**src/rtl/mau_pkg.sv**
```systemverilog
// mau_pkg: shared types and helpers for the memory access unit.
// Holds the access-size and FSM-state encodings, the read-latency bound
// and the request legality check used when a request is accepted.
package mau_pkg;

    typedef enum logic [1:0] {
        SZ_B = 2'b00,
        SZ_H = 2'b01,
        SZ_W = 2'b10,
        SZ_X = 2'b11
    } size_t;

    typedef enum logic [2:0] {
        ST_IDLE = 3'd0,
        ST_RD   = 3'd1,
        ST_WAIT = 3'd2,
        ST_WR   = 3'd3,
        ST_RESP = 3'd4
    } mau_state_t;

    // Largest supported read latency; the latency counter is sized for it.
    localparam int MAU_MAX_LAT = 7;
    localparam int MAU_CNT_BITS = 3;

    // Illegal size or an address not aligned to the access size.
    function automatic logic mau_bad_req(input size_t sz, input logic [1:0] lo);
        logic bad;
        case (sz)
            SZ_H:    bad = lo[0];
            SZ_W:    bad = (lo != 2'b00);
            SZ_X:    bad = 1'b1;
            default: bad = 1'b0;
        endcase
        return bad;
    endfunction

endpackage

```
**src/rtl/mau_lane_align.sv**
```systemverilog
// mau_lane_align: combinational byte-lane steering.
// Loads: picks the addressed byte/half out of the read word and extends it.
// Stores: overlays the low store-data bits onto the addressed lane(s) of the
// read word so the whole word can be written back.
module mau_lane_align
    import mau_pkg::*;
(
    input  logic [31:0] i_rdata,
    input  logic [31:0] i_wdata,
    input  logic [1:0]  i_lo,
    input  size_t       i_size,
    input  logic        i_uns,
    output logic [31:0] o_load,
    output logic [31:0] o_merged
);

    logic [7:0]  w_byte;
    logic [15:0] w_half;

    assign w_byte = i_rdata[{i_lo, 3'b000} +: 8];
    assign w_half = i_lo[1] ? i_rdata[31:16] : i_rdata[15:0];

    // Extract/extend for loads and lane merge for stores, selected by size.
    always_comb begin
        o_load   = i_rdata;
        o_merged = i_wdata;
        case (i_size)
            SZ_B: begin
                o_load   = {{24{w_byte[7] & ~i_uns}}, w_byte};
                o_merged = i_rdata;
                o_merged[{i_lo, 3'b000} +: 8] = i_wdata[7:0];
            end
            SZ_H: begin
                o_load   = {{16{w_half[15] & ~i_uns}}, w_half};
                o_merged = i_rdata;
                o_merged[{i_lo[1], 4'b0000} +: 16] = i_wdata[15:0];
            end
            default: ;
        endcase
    end

endmodule

```
**src/rtl/mem_access_unit.sv**
```systemverilog
// mem_access_unit: single-outstanding load/store responder in front of a
// word-wide synchronous RAM with fixed read latency MEM_LAT.
// Sub-word stores are done as read-modify-write of the containing word.
// Optional feature macro: MAU_PERF_CNT_EN adds saturating load/store/error
// counters (perf_loads, perf_stores, perf_errs); request timing is unchanged.
module mem_access_unit
    import mau_pkg::*;
#(
    parameter int MEM_LAT = 1,
    parameter int CNT_W   = 16
) (
    input  logic        clk,
    input  logic        rst,
    input  logic        req_valid,
    output logic        req_ready,
    input  logic        req_write,
    input  logic [1:0]  req_size,
    input  logic        req_uns,
    input  logic [31:0] req_addr,
    input  logic [31:0] req_wdata,
    output logic        rsp_valid,
    output logic [31:0] rsp_rdata,
    output logic        rsp_err,
    output logic [31:0] mem_addr,
    output logic        mem_rd,
    output logic        mem_wr,
    output logic [31:0] mem_wdata,
    input  logic [31:0] mem_rdata
`ifdef MAU_PERF_CNT_EN
    ,
    output logic [CNT_W-1:0] perf_loads,
    output logic [CNT_W-1:0] perf_stores,
    output logic [CNT_W-1:0] perf_errs
`endif
);

    if (MEM_LAT < 1 || MEM_LAT > MAU_MAX_LAT || CNT_W < 1) begin : g_bad_param
        $error("mem_access_unit: MEM_LAT must be 1..7 and CNT_W >= 1");
    end

    mau_state_t              r_state;
    logic [MAU_CNT_BITS-1:0] r_cnt;
    logic                    r_write;
    size_t                   r_size;
    logic                    r_uns;
    logic [1:0]              r_lo;
    logic [31:0]             r_mem_addr;
    logic [31:0]             r_mem_wdata;
    logic [31:0]             r_rdata;
    logic                    r_err;

    logic                    w_bad;
    logic [31:0]             w_load;
    logic [31:0]             w_merged;

    assign w_bad = mau_bad_req(size_t'(req_size), req_addr[1:0]);

    // Before the merge, r_mem_wdata still holds the raw store data.
    mau_lane_align u_align (
        .i_rdata  (mem_rdata),
        .i_wdata  (r_mem_wdata),
        .i_lo     (r_lo),
        .i_size   (r_size),
        .i_uns    (r_uns),
        .o_load   (w_load),
        .o_merged (w_merged)
    );

    // Request FSM: latch on accept, sequence read/wait/write, build response.
    always_ff @(posedge clk or negedge rst) begin
        if (!rst) begin
            r_state     <= ST_IDLE;
            r_cnt       <= '0;
            r_write     <= 1'b0;
            r_size      <= SZ_B;
            r_uns       <= 1'b0;
            r_lo        <= 2'b00;
            r_mem_addr  <= '0;
            r_mem_wdata <= '0;
            r_rdata     <= '0;
            r_err       <= 1'b0;
        end else begin
            case (r_state)
                ST_IDLE: begin
                    if (req_valid) begin
                        r_write     <= req_write;
                        r_size      <= size_t'(req_size);
                        r_uns       <= req_uns;
                        r_lo        <= req_addr[1:0];
                        r_mem_addr  <= {req_addr[31:2], 2'b00};
                        r_mem_wdata <= req_wdata;
                        if (w_bad) begin
                            r_err   <= 1'b1;
                            r_rdata <= '0;
                            r_state <= ST_RESP;
                        end else if (req_write && size_t'(req_size) == SZ_W) begin
                            r_state <= ST_WR;
                        end else begin
                            r_state <= ST_RD;
                        end
                    end
                end
                ST_RD: begin
                    r_cnt   <= MAU_CNT_BITS'(MEM_LAT - 1);
                    r_state <= ST_WAIT;
                end
                ST_WAIT: begin
                    if (r_cnt == '0) begin
                        if (r_write) begin
                            r_mem_wdata <= w_merged;
                            r_state     <= ST_WR;
                        end else begin
                            r_rdata <= w_load;
                            r_err   <= 1'b0;
                            r_state <= ST_RESP;
                        end
                    end else begin
                        r_cnt <= r_cnt - 1'b1;
                    end
                end
                ST_WR: begin
                    r_rdata <= '0;
                    r_err   <= 1'b0;
                    r_state <= ST_RESP;
                end
                ST_RESP: r_state <= ST_IDLE;
                default: r_state <= ST_IDLE;
            endcase
        end
    end

    // Strobes decode straight from state so an async reset drops them at once.
    assign req_ready = (r_state == ST_IDLE);
    assign rsp_valid = (r_state == ST_RESP);
    assign mem_rd    = (r_state == ST_RD);
    assign mem_wr    = (r_state == ST_WR);
    assign mem_addr  = r_mem_addr;
    assign mem_wdata = r_mem_wdata;
    assign rsp_rdata = r_rdata;
    assign rsp_err   = r_err;

`ifdef MAU_PERF_CNT_EN
    logic [CNT_W-1:0] r_loads;
    logic [CNT_W-1:0] r_stores;
    logic [CNT_W-1:0] r_errs;

    // Saturating per-type completion counters, bumped on each response.
    always_ff @(posedge clk or negedge rst) begin
        if (!rst) begin
            r_loads  <= '0;
            r_stores <= '0;
            r_errs   <= '0;
        end else if (rsp_valid) begin
            if (r_err) begin
                if (r_errs != '1) r_errs <= r_errs + 1'b1;
            end else if (r_write) begin
                if (r_stores != '1) r_stores <= r_stores + 1'b1;
            end else begin
                if (r_loads != '1) r_loads <= r_loads + 1'b1;
            end
        end
    end

    assign perf_loads  = r_loads;
    assign perf_stores = r_stores;
    assign perf_errs   = r_errs;
`endif

endmodule

```
**config.mk**
```make
export PLATFORM = sky130hd
export DESIGN_NAME = mem_access_unit
export DESIGN_NICKNAME = d
export VERILOG_FILES = /design/src/rtl/mau_pkg.sv /design/src/rtl/mau_lane_align.sv /design/src/rtl/mem_access_unit.sv
export SDC_FILE = /design/constraint.sdc
export NUM_CORES = 1
export LEC_CHECK = 0
export ABC_AREA = 1
export ABC_CLOCK_PERIOD_IN_PS = 4100
export CORE_UTILIZATION = 35
export CTS_CLUSTER_DIAMETER = 200
export DETAILED_ROUTE_END_ITERATION = 6
export HOLD_SLACK_MARGIN = 0.06
export PLACE_DENSITY = 0.73
export SKIP_CTS_REPAIR_TIMING = 1
export SYNTH_ARGS = -nofsm -noshare
export SYNTH_HDL_FRONTEND = slang
export SYNTH_SLANG_ARGS = --single-unit
```
**constraint.sdc**
```tcl
create_clock -name clk -period 4.1 [get_ports clk]
set_clock_uncertainty 0.1 [all_clocks]
set_input_delay 0.82 -clock clk [delete_from_list [all_inputs] [get_ports clk]]
set_output_delay 0.82 -clock clk [all_outputs]
set_load 0.02 [all_outputs]
```
==> run metrics <==
Netlist cell types=30; vias per inst=4.937; drt first-iter violations=510; R2R Setup Slk=1.58 ns; first-pass GRT wire length=30520 um; cell area after layout=8477 um2; Final Setup Violations=0; FF-to-FF path depth=9; Sum Neg Setup Slack=0 ns; syn_area_per_cell=7.304 um2; number of port buffers=201; initial antenna violation count=0; Row Count=47; CTS root buffer=clkbuf_16; Tmin final=2.773 ns; hold crit path type=input pin to async pin; Die Span Y=133.4 um; drc violations=0; crit path DAT=1.85 ns; worst path required time=3.18 ns; Core Footprint=16700 um2; CTS Buffer Depth=2; critical path startpoint category=flop; Pins Over Slew Limit=0; I/O pin count=204; Final period util=67.62%; drt total wl=19370 um; CTS Buf Count=9; worst rel slew slack=28.16%; Syn-to-layout area delta=40.33%; cell area power density=764.9 nW/um2; Die W=133.4 um; Fmax=360.7 MHz; Num Clock Sinks=107; TritonCTS clock tree=built; Worst IR Drop VDD=0.4740 mV; RSZ-0062 raised after global routing=no; Post-layout nets=1116; Post-Syn Area=6041 um2; GP Congestion=0.9099; placed wire-length estimate=14680 um; maximum fanout along the worst path=4; critical path capture point type=output port; r2r endpoint=rsp_rdata[27]; Skew-Pair Late Insertion Delay=0.35 ns; Placed Instance Area=8193 um2; post-synthesis register bit count=107; clock transition at the registers of the reported paths=0.07 ns; wire per inst=15.75 um; status=finished, final reports clean; DRT Pass-1 Iters=5; Primary FF master, synth=dfrtp_1; Post-Synthesis Cells=827; diodes inserted=0; GRT Util Overall=22.09%; Seq/Total Area, Yosys=44.32%; slew of the pin with the lowest slew margin=1.075 ns; Max Cap Violations=0; Leak Pwr=4.086 nW; Final Total Pwr=6.484 mW; pin count of the biggest net entering global routing=64; total gr overflow=0; vias in the first global route=5954; Initial Util=36.17%; Antenna Violating Nets Remaining=0; Post-synth EDFFs=0; die area=17790 um2; Final Hold Fails=0; asr flop ratio synth=100.0%; CTS H-Tree Depth=3; Reg2Reg Launch Point=r_size[1]; WS Path Type=flop to output port; via count=6072; Syn. warnings=0; layout cells sized above 1=7.921%
flip-flops by register name, summed over array words and instances (netlist names):
register   count
r_state        3
mem_addr      30
r_lo           2
r_uns          1
r_cnt          3
rsp_rdata     32
rsp_err        1
r_write        1
r_size         2
mem_wdata     32
final cells by class:
class / count / area (um2)
clock buffer: 10 / 239.0
clock inverter: 5 / 45.04
fill: 1657 / 8224
inverter: 58 / 217.7
multi-input combinational: 625 / 2958
sequential: 107 / 2678
tap: 220 / 275.3
timing repair buffer: 205 / 2064
metal layers:
| metal | share of wire, % | global-route usage [%] | up-vias |
|---|---|---|---|
| li1 | - | - | 2982 |
| met1 | 42 | 28.19 | 2789 |
| met2 | 46 | 35.56 | 278 |
| met3 | 9.7 | 7.306 | 23 |
| met4 | 1.6 | 6.313 | 0 |
| met5 | 0 | 0 | - |
cells in the final DEF, fill, tap and decap left out, drive strengths merged:
cell,netlist,layout
ha,7,7
nand4,3,3
clkinv,0,1
nor3,4,4
and2,1,1
o21ai,50,50
nand2,361,361
nand3b,1,1
buf,26,5
clkinvlp,0,1
o31ai,1,1
nand3,75,75
conb,1,2
mux2,30,30
clkdlybuf4s50,0,200
clkbuf,12,10
inv,58,61
dfrtp,107,107
a21oi,10,10
or2,4,4
nor2,59,59
o22ai,17,17
cell families after synthesis:
kind of cell               after synthesis  share of synthesized area [%]
buffers and inverters                   96                          6.773
other                                    1                        0.06208
AOI/OAI and AO/OA                       78                          6.918
adders and majority gates                7                          1.450
and+or+nand+nor                        508                          34.88
muxes                                   30                          5.592
DFF                                    107                          44.32
cell usage after synthesis, types with 2 or more instances:
master | n | area (um2)
a21oi_1 | 10 | 50.05
buf_1 | 3 | 11.26
buf_2 | 18 | 90.09
buf_4 | 3 | 22.52
buf_6 | 2 | 22.52
clkbuf_1 | 12 | 45.04
dfrtp_1 | 107 | 2678
ha_1 | 7 | 87.58
inv_1 | 48 | 180.2
inv_2 | 10 | 37.54
mux2_2 | 30 | 337.8
nand2_1 | 355 | 1333
nand2_2 | 5 | 31.28
nand3_1 | 73 | 365.4
nand3_2 | 2 | 20.02
nand4_1 | 3 | 18.77
nor2_1 | 52 | 195.2
nor2_4 | 6 | 67.56
nor3_1 | 4 | 20.02
o21ai_0 | 48 | 240.2
o22ai_1 | 17 | 106.4
or2_2 | 4 | 25.02
worst max-delay path, cell delays in order, from the launching register on:
cell and delay, ns:
dfrtp_1 0.46, inv_1 0.15, nand2_1 0.12, nor2_1 0.14, clkdlybuf4s50_1 0.64
per-stage QoR:
step / std cells / setup slack, ns / hold slack, ns / utilization [%]
after floorplan: 828 / 2.026 / 0.3933 / -
after global placement: 1215 / 1.185 / 0.3631 / 49.06
after detailed placement: 1215 / 1.082 / 0.3644 / 49.06
after CTS: 1230 / 1.322 / 0.3844 / 50.76
after global routing: 1230 / 1.271 / 0.3999 / 50.76
final: 1230 / 1.327 / 0.3773 / 50.76
where the power goes:
group          total, mW  internal (mW)  switching, mW  leakage (nW)
Clock              0.845          0.436          0.410         0.137
Combinational       3.74           1.53           2.21          2.60
Sequential          1.90           1.53          0.365          1.35
how the worst max path moves through the flow:
stage,from,slack [ns],end,cells past startpoint
6_report,r_state[2],1.33,mem_wr,4
5_1_grt,r_state[2],1.27,mem_wr,4
4_1_cts,r_state[2],1.32,mem_wr,4
3_5_place_dp,req_size[0],1.08,rsp_err,7
3_3_place_gp,req_size[0],1.18,rsp_err,7
2_1_floorplan,r_lo[1],2.03,mem_wdata[11],11
Power figures use the tool's default switching activity.
